<file path="src/rtl/galvo_point_sequencer.sv">
// Point FIFO plus DAC frame sequencer that drives an SPI master for a two-channel galvo DAC.
// Optional build macro GALVO_BLANK_ON_UNDERFLOW_EN: an underflow tick also blanks the laser.
module galvo_point_sequencer #(
    parameter int DEPTH       = 16,
    parameter int CLK_DIV     = 4,
    parameter int LDAC_CYCLES = 2
) (
    input  logic                   i_clk,
    input  logic                   i_reset,
    input  logic                   i_wr_en,
    input  logic [31:0]            i_wr_data,
    input  logic [15:0]            i_period,
    input  logic                   i_run,
    input  logic                   i_clear,
    input  logic                   i_spi_done,
    output logic                   o_spi_start,
    output logic [31:0]            o_spi_ctrl,
    output logic [31:0]            o_spi_din,
    output logic                   o_cs_n,
    output logic                   o_ldac_n,
    output logic                   o_laser_on,
    output logic [$clog2(DEPTH):0] o_fifo_count,
    output logic                   o_fifo_full,
    output logic                   o_busy,
    output logic                   o_underflow,
    output logic                   o_overflow,
    output logic                   o_late
);
    localparam int AW = $clog2(DEPTH);
    localparam int CW = AW + 1;
    localparam int LW = $clog2(LDAC_CYCLES + 2);

`ifdef GALVO_BLANK_ON_UNDERFLOW_EN
    localparam bit BLANK_ON_UNDERFLOW = 1'b1;
`else
    localparam bit BLANK_ON_UNDERFLOW = 1'b0;
`endif

    typedef enum logic [3:0] {
        S_IDLE, S_LOAD_X, S_WBUSY_X, S_WDONE_X, S_GAP,
        S_LOAD_Y, S_WBUSY_Y, S_WDONE_Y, S_LATCH
    } state_t;

    state_t          r_state, w_state_next;
    logic [24:0]     r_mem [DEPTH];
    logic [AW-1:0]   r_wr_ptr, r_rd_ptr;
    logic [CW-1:0]   r_count;
    logic [15:0]     r_period_cnt;
    logic            r_pending;
    logic [LW-1:0]   r_cnt, w_cnt_next;
    logic [11:0]     r_point_y;
    logic            r_point_laser;
    logic            r_cs_n, r_ldac_n, r_laser_on, r_spi_start;
    logic [15:0]     r_spi_din;
    logic            r_underflow, r_overflow, r_late;

    logic            w_cs_n_next, w_ldac_n_next, w_laser_next, w_start_next;
    logic [15:0]     w_din_next;
    logic            w_pop, w_consume, w_underflow_set;
    logic            w_full, w_empty, w_push, w_tick, w_late_set;
    logic [24:0]     w_rd_data;
    logic [15:0]     w_period_last;
    logic            w_unused_wr_bits;

    assign w_unused_wr_bits = &{1'b0, i_wr_data[31:25]};
    assign w_full    = (r_count == CW'(DEPTH));
    assign w_empty   = (r_count == '0);
    assign w_push    = i_wr_en && !w_full;
    assign w_rd_data = r_mem[r_rd_ptr];

    // A period of 0 behaves like 1, i.e. a tick on every running cycle.
    assign w_period_last = (i_period == 16'd0) ? 16'd0 : i_period - 16'd1;
    assign w_tick        = i_run && (r_period_cnt >= w_period_last);
    assign w_late_set    = w_tick && r_pending && !w_consume;

    always_ff @(posedge i_clk) begin
        if (w_push) r_mem[r_wr_ptr] <= i_wr_data[24:0];
    end

    always_comb begin
        w_state_next    = r_state;
        w_cs_n_next     = r_cs_n;
        w_ldac_n_next   = r_ldac_n;
        w_laser_next    = r_laser_on;
        w_start_next    = 1'b0;
        w_din_next      = r_spi_din;
        w_cnt_next      = r_cnt;
        w_pop           = 1'b0;
        w_consume       = 1'b0;
        w_underflow_set = 1'b0;
        case (r_state)
            S_IDLE: begin
                if (r_pending && i_run) begin
                    w_consume = 1'b1;
                    if (w_empty) begin
                        w_underflow_set = 1'b1;
                        if (BLANK_ON_UNDERFLOW) w_laser_next = 1'b0;
                    end else begin
                        w_pop        = 1'b1;
                        w_start_next = 1'b1;
                        w_cs_n_next  = 1'b0;
                        w_din_next   = {4'h3, w_rd_data[23:12]};
                        w_state_next = S_LOAD_X;
                    end
                end
            end
            S_LOAD_X:  w_state_next = S_WBUSY_X;
            S_WBUSY_X: if (!i_spi_done) w_state_next = S_WDONE_X;
            S_WDONE_X: begin
                if (i_spi_done) begin
                    w_cs_n_next  = 1'b1;
                    w_cnt_next   = '0;
                    w_state_next = S_GAP;
                end
            end
            S_GAP: begin
                if (r_cnt == '0) begin
                    w_cnt_next = LW'(1);
                end else begin
                    w_cnt_next   = '0;
                    w_start_next = 1'b1;
                    w_cs_n_next  = 1'b0;
                    w_din_next   = {4'hB, r_point_y};
                    w_state_next = S_LOAD_Y;
                end
            end
            S_LOAD_Y:  w_state_next = S_WBUSY_Y;
            S_WBUSY_Y: if (!i_spi_done) w_state_next = S_WDONE_Y;
            S_WDONE_Y: begin
                // ldac_n is only lowered from the second LATCH cycle so it trails the cs_n rise.
                if (i_spi_done) begin
                    w_cs_n_next  = 1'b1;
                    w_laser_next = r_point_laser;
                    w_cnt_next   = '0;
                    w_state_next = S_LATCH;
                end
            end
            S_LATCH: begin
                if (r_cnt == '0) begin
                    w_ldac_n_next = 1'b0;
                    w_cnt_next    = LW'(1);
                end else if (r_cnt == LW'(LDAC_CYCLES)) begin
                    w_ldac_n_next = 1'b1;
                    w_cnt_next    = '0;
                    w_state_next  = S_IDLE;
                end else begin
                    w_cnt_next = r_cnt + LW'(1);
                end
            end
            default: w_state_next = S_IDLE;
        endcase
    end

    always_ff @(posedge i_clk) begin
        if (i_reset) begin
            r_state       <= S_IDLE;
            r_wr_ptr      <= '0;
            r_rd_ptr      <= '0;
            r_count       <= '0;
            r_period_cnt  <= '0;
            r_pending     <= 1'b0;
            r_cnt         <= '0;
            r_point_y     <= '0;
            r_point_laser <= 1'b0;
            r_cs_n        <= 1'b1;
            r_ldac_n      <= 1'b1;
            r_laser_on    <= 1'b0;
            r_spi_start   <= 1'b0;
            r_spi_din     <= '0;
            r_underflow   <= 1'b0;
            r_overflow    <= 1'b0;
            r_late        <= 1'b0;
        end else begin
            r_state     <= w_state_next;
            r_cnt       <= w_cnt_next;
            r_cs_n      <= w_cs_n_next;
            r_ldac_n    <= w_ldac_n_next;
            r_laser_on  <= w_laser_next;
            r_spi_start <= w_start_next;
            r_spi_din   <= w_din_next;

            if (w_push) r_wr_ptr <= r_wr_ptr + AW'(1);
            if (w_pop) begin
                r_rd_ptr      <= r_rd_ptr + AW'(1);
                r_point_y     <= w_rd_data[11:0];
                r_point_laser <= w_rd_data[24];
            end
            r_count <= r_count + CW'(w_push) - CW'(w_pop);

            if (!i_run || w_tick) r_period_cnt <= '0;
            else                  r_period_cnt <= r_period_cnt + 16'd1;

            // A tick landing on the consuming cycle refills the slot instead of counting as late.
            if (!i_run)         r_pending <= 1'b0;
            else if (w_tick)    r_pending <= 1'b1;
            else if (w_consume) r_pending <= 1'b0;

            if (w_underflow_set)          r_underflow <= 1'b1;
            else if (i_clear)             r_underflow <= 1'b0;
            if (i_wr_en && w_full)        r_overflow  <= 1'b1;
            else if (i_clear)             r_overflow  <= 1'b0;
            if (w_late_set)               r_late      <= 1'b1;
            else if (i_clear)             r_late      <= 1'b0;
        end
    end

    assign o_spi_start  = r_spi_start;
    assign o_spi_ctrl   = {16'd0, 8'(CLK_DIV), 8'd16};
    assign o_spi_din    = {16'd0, r_spi_din};
    assign o_cs_n       = r_cs_n;
    assign o_ldac_n     = r_ldac_n;
    assign o_laser_on   = r_laser_on;
    assign o_fifo_count = r_count;
    assign o_fifo_full  = w_full;
    assign o_busy       = (r_state != S_IDLE);
    assign o_underflow  = r_underflow;
    assign o_overflow   = r_overflow;
    assign o_late       = r_late;
endmodule

</file>
<file path="config.mk">
export PLATFORM = sky130hd
export DESIGN_NAME = galvo_point_sequencer
export DESIGN_NICKNAME = d
export VERILOG_FILES = /design/src/rtl/galvo_point_sequencer.sv
export SDC_FILE = /design/constraint.sdc
export NUM_CORES = 1
export LEC_CHECK = 0
export BUFFER_PORTS_ARGS = -buffer_cell sky130_fd_sc_hd__buf_4
export CORE_ASPECT_RATIO = 1.25
export CORE_UTILIZATION = 45
export CTS_BUF_LIST = sky130_fd_sc_hd__clkbuf_4 sky130_fd_sc_hd__clkbuf_8
export CTS_CLUSTER_DIAMETER = 80
export CTS_CLUSTER_SIZE = 24
export DETAILED_ROUTE_END_ITERATION = 10
export GPL_TIMING_DRIVEN = 1
export PLACE_DENSITY = 0.59
export SYNTH_ARGS = -nofsm -noshare
export SYNTH_HDL_FRONTEND = slang
export SYNTH_SLANG_ARGS = --single-unit
</file>
<file path="constraint.sdc">
create_clock -name i_clk -period 5.57 [get_ports i_clk]
set_clock_uncertainty 0.15 [all_clocks]
set_input_delay 0.2785 -clock i_clk [delete_from_list [all_inputs] [get_ports i_clk]]
set_output_delay 0.2785 -clock i_clk [all_outputs]
set_load 0.01 [all_outputs]
</file>
Yosys cells after proc, flatten, opt, wreduce, memory -nomap -nowiden. Memory sizes are Yosys's and may differ from the RTL's. A register that Yosys moved wholly into a read port is not among the register bits. Cells that the tools add are included.

Add/sub/neg operators: 7. $mul: 0. Divide/modulo/power cells: 0. $lt $le $gt $ge: 1. Equal/unequal tests: 20. Shift-type cells: 0. Muxes and demuxes: 47. Bitwise gates (word level): 1. Reduce and logical (&&, ||, !) cells: 32.

Operators by type and width (number): 2-to-1 mux 16 bit (4); 2-to-1 mux 4 bit (11); case mux 4 bit (9 select lines) (1); case mux 16 bit (2 select lines) (1); 2-to-1 mux 1 bit (24); inequality test 2 bit (second input constant) (9); adder 16 x 1 -> 16 bit (second input constant) (1); equality test 4 x 3 -> 1 bit (second input constant) (4); greater-or-equal comparator 16 bit (1); zero test 16 bit (1); subtractor 16 x 1 -> 16 bit (second input constant) (1); nonzero test 2 bit (6); AND reduction 9 bit (1); adder 4 x 1 -> 4 bit (second input constant) (2); equality test 4 x 2 -> 1 bit (second input constant) (2); logical AND 1 bit (6); 2-to-1 mux 2 bit (3); case mux 2 bit (3 select lines) (1); AND reduction 2 bit (3); nonzero test 3 bit (2); OR reduction 2 bit (3); adder 5 x 1 -> 5 bit (1); equality test 5 bit (second input constant) (1); zero test 5 bit (1); other kinds (16) (18).

Bits in registers: 72. Latch bits: 0. Bits in writable memories: 400. Memory bits (read-only): 0. Input bits: 54. Output and inout bits: 78. Logic and storage cells: 126. Memories: 1.

Memory list: r_mem (depth 16, bits a word 25, read ports 1, clocked after memory_dff 1, wr ports 1, RTL line 45) `logic [24:0] r_mem [DEPTH];`.

Logic depth before layout (Yosys ltp).
Depth in word-level cells: 7. Gate-level depth with buffers: 16. Depth with buffers taken out: 14.

Least setup slack after synthesis. Ideal clock, no wire load.

Path kind: input -> register. Start point: input i_period[0]. End point: register r_period_cnt[10]. Library setup time: 132 ps. Arrival: 3481 ps. Required time: 5288 ps. Slack: 1807 ps. Stages on the path: 12. Buffers on the path: 1. Cell sequence: inv_1 ha_1 or3b_2 or4_1 nor3_1 o21ai_0 ha_1 nand4_1 or4_1 o31ai_2 clkbuf_1 nor3_1.

Word-level cells in the longest chain between the ends: 6. Elaborated cells on any way between the ends: 7. Those cells by class: add/sub (1); order compare (1); mux (1); reduce/logical (4).

RTL lines: start, declared (RTL line 12) `input logic [15:0] i_period,`; subtractor 16 x 1 -> 16 bit or zero test 16 bit (tied branches) (RTL line 72) `assign w_period_last = (i_period == 16'd0) ? 16'd0 : i_period - 16'd1;`; 2-to-1 mux 16 bit * (RTL line 72); greater-or-equal comparator 16 bit * (RTL line 73) `assign w_tick = i_run && (r_period_cnt >= w_period_last);`; logical AND 1 bit * (RTL line 73); logical OR 1 bit * (RTL line 190) `if (!i_run || w_tick) r_period_cnt <= '0;`; OR reduction 2 bit (no source line) *; end signal, assigned (RTL line 191) `else r_period_cnt <= r_period_cnt + 16'd1;`; end, declared (RTL line 48) `logic [15:0] r_period_cnt;`.

Mark *: on every way between the ends. The rest lies on a longest branch, timed or not. A chain may end at the register's enable or synchronous reset.

Final worst setup path.
Start point: input i_period[0]. End point: register r_period_cnt[5].

Same word-level chain as after synthesis.

==> results.yml <==
synthesis:
  dominantRegCellSynth: "edfxtp_1"
  yosysWarnings: 0
  synth_edf_count: 400
  syn_area_per_cell_um2: 17.5
  yosys_register_bits: 474
  synthArstFlopShare_pct: 0
  ys_seq_area_share_pct: 69.5
  ys_types: 59
  syn_inst: 1110
  synth_area_um2: 19400
pwr:
  powerDensity_nw_per_um2: 285
  peakVddDrop_mv: 0.214
  p_leak_nw: 6.81
  fin_total_pwr_mw: 6.07
floorplan:
  io_pins: 132
  die_area_um2: 44000
  fp.dieW_um: 188
  fp.coreArea_um2: 42400
  initial_utilization_pct: 45.9
  die_h_um: 234
  rows: 84
timing:
  min_period_ns: 3.85
  hold_violations: 0
  fin_ws_ns: 1.72
  tns_ns: 0
  max_freq_mhz: 260
  setup_viol_count_final: 0
  rsz0062_at_grt: "no"
  slew_headroom_pct: 22.2
  tightest_slew_ns: 1.16
  report.final.slew_viol_count: 0
  fin_crit_sh_pct: 69.2
placed_design:
  hpwl_um: 23200
  place.port_buffers: 75
  dp_cells: 1709
  gp_congestion: 0.806
  place_ws_ns: 1.03
  placed_area_um2: 20500
final_layout:
  fin_cells: 1784
  area_growth_pct: 9.73
  drive_gt1_share_pct: 23.2
  multi_input_comb_area_um2: 5510
  mostFrequentLayoutCells: "400 x edfxtp_1, 112 x mux4_2, 98 x buf_4"
  seqCellArea_um2: 13500
  fin_area_um2: 21300
  final_common_cell: "edfxtp_1"
  nFillCells: 3499
  final_nets: 1293
cts:
  postCtsSetupBuffers: 0
  cts.sink_count: 474
  cts_resized: 0
  numCtsBuffers: 23
  ctsHoldBuffers: 33
  clk_pin_slew_ns: 0.15
  tritoncts: "done"
  cts_buffer_depth: 3
  h-tree-depth: 1
  cts-root-buf: "clkbuf_8"
  clkLatencyLatePin_ns: 0.62
worst_setup_path:
  start_kind: "input pin"
  worst-endpoint-required_ns: 5.88
  critPathKind: "in -> reg"
  cp_max_fo: 16
  r2r_cells: 16
  rrSetupSlack_ns: 1.85
  critPathCaptureType: "flop"
  worstPathArrival_ns: 4.17
global_routing:
  grt_pass1_vias: 9907
  grt_max_degree: 70
  grt_use_total_pct: 18.8
  antenna_found_initial: 1
  grt_pass1_wl_um: 61200
  grt-ovfl-total: 0
routing:
  routed_via_density: 5.51
  drt-total-wl_um: 41000
  route.vias.total: 9835
  drt_pass1_iterations: 6
  wl_per_cell_um: 23.0
  ant_nets: 0
  remaining_drc_errors: 0
  drt_iter0_drc: 572
run_status:
  outcome: "completed"
job:
  cap_violations: 0
min_path:
  min_path_cells: 7
  hold_class: "in -> reg"
## area by class of cell
| cell class | count | area share (%) |
|---|---|---|
| sequential | 474 | 63.4 |
| multi-input combinational | 556 | 25.9 |
| timing repair buffer | 131 | 5.00 |
| tap | 559 | 3.28 |
| clock buffer | 38 | 2.04 |
| inverter | 22 | 0.387 |
| clock inverter | 3 | 0.0528 |
| antenna | 1 | 0.0117 |
## kinds of logic after synthesis
family | share of synthesized area [%]
fa+ha+maj | 2.04
buf+inv | 3.62
xor+xnor | 1.22
other cells | 0.0387
flops | 69.5
compound gates | 2.96
mux | 14.4
simple gates | 6.22
## synth_stat cells, types with 12 or more instances
cell | count | share of area (%)
clkbuf_1 | 34 | 0.66
a21oi_1 | 17 | 0.44
dfxtp_1 | 74 | 7.6
ha_1 | 30 | 1.9
buf_4 | 52 | 2.0
nand2_1 | 34 | 0.66
xor2_1 | 14 | 0.63
mux2i_1 | 28 | 1.4
o21ai_0 | 12 | 0.31
mux4_2 | 112 | 13
inv_1 | 21 | 0.41
edfxtp_1 | 400 | 62
xnor2_1 | 13 | 0.59
nor3_1 | 39 | 1.0
nand3_1 | 26 | 0.67
buf_2 | 13 | 0.33
nor4_1 | 15 | 0.48
nor2_1 | 62 | 1.2
## critical path, stage by stage
cell and delay, ns:
buf_4 0.12, inv_1 0.08, ha_1 0.23, or3b_2 0.52, or4_1 0.53, nor3_1 0.18
o21ai_0 0.11, ha_1 0.32, nand4_1 0.15, or4_1 0.62, o31ai_2 0.93, nor3_1 0.10
## worst paths after layout
path | from | end
max reg2reg | o_fifo_count[2]$_SDFF_PP0_ | o_fifo_count[4]$_SDFF_PP0_
min | i_period[15] | o_late$_SDFFE_PP0P_
min reg2reg | r_rd_ptr[3]$_SDFFE_PP0P_ | flop
max | i_period[0] | r_period_cnt[5]$_SDFF_PP0_
## metrics by stage
stage                     hold slack [ns]  util (%)
final                               0.324      50.3
after global routing                0.327      50.3
after CTS                           0.301      50.3
after detailed placement            0.322      48.5
after global placement              0.312      48.5
after floorplan                     0.227         -
## report_power, final
group	switching, mW	internal [mW]
Sequential	0.0474	3.95
Clock	1.01	0.502
Combinational	0.320	0.247
## per-layer routing
metal  global-route usage (%)  share of wire [%]  vias up
met5                        0                  0        -
met4                     4.70                2.0        0
met3                     1.90                3.7       47
met2                     34.3                 52      208
met1                     24.1                 42     5097
li1                         -                  -     4483
## registers in the layout (all words and copies together), names as in the netlist, named ones only
name and cells:
r_mem 400, r_period_cnt 16, r_spi_din 14, r_point_y 12, o_fifo_count 5, r_rd_ptr 4, r_state 4, r_wr_ptr 4
r_cnt 2, o_cs_n 1, o_laser_on 1, o_late 1, o_ldac_n 1, o_overflow 1, o_spi_start 1, o_underflow 1
r_pending 1, r_point_laser 1
Power figures use the tool's default switching activity.
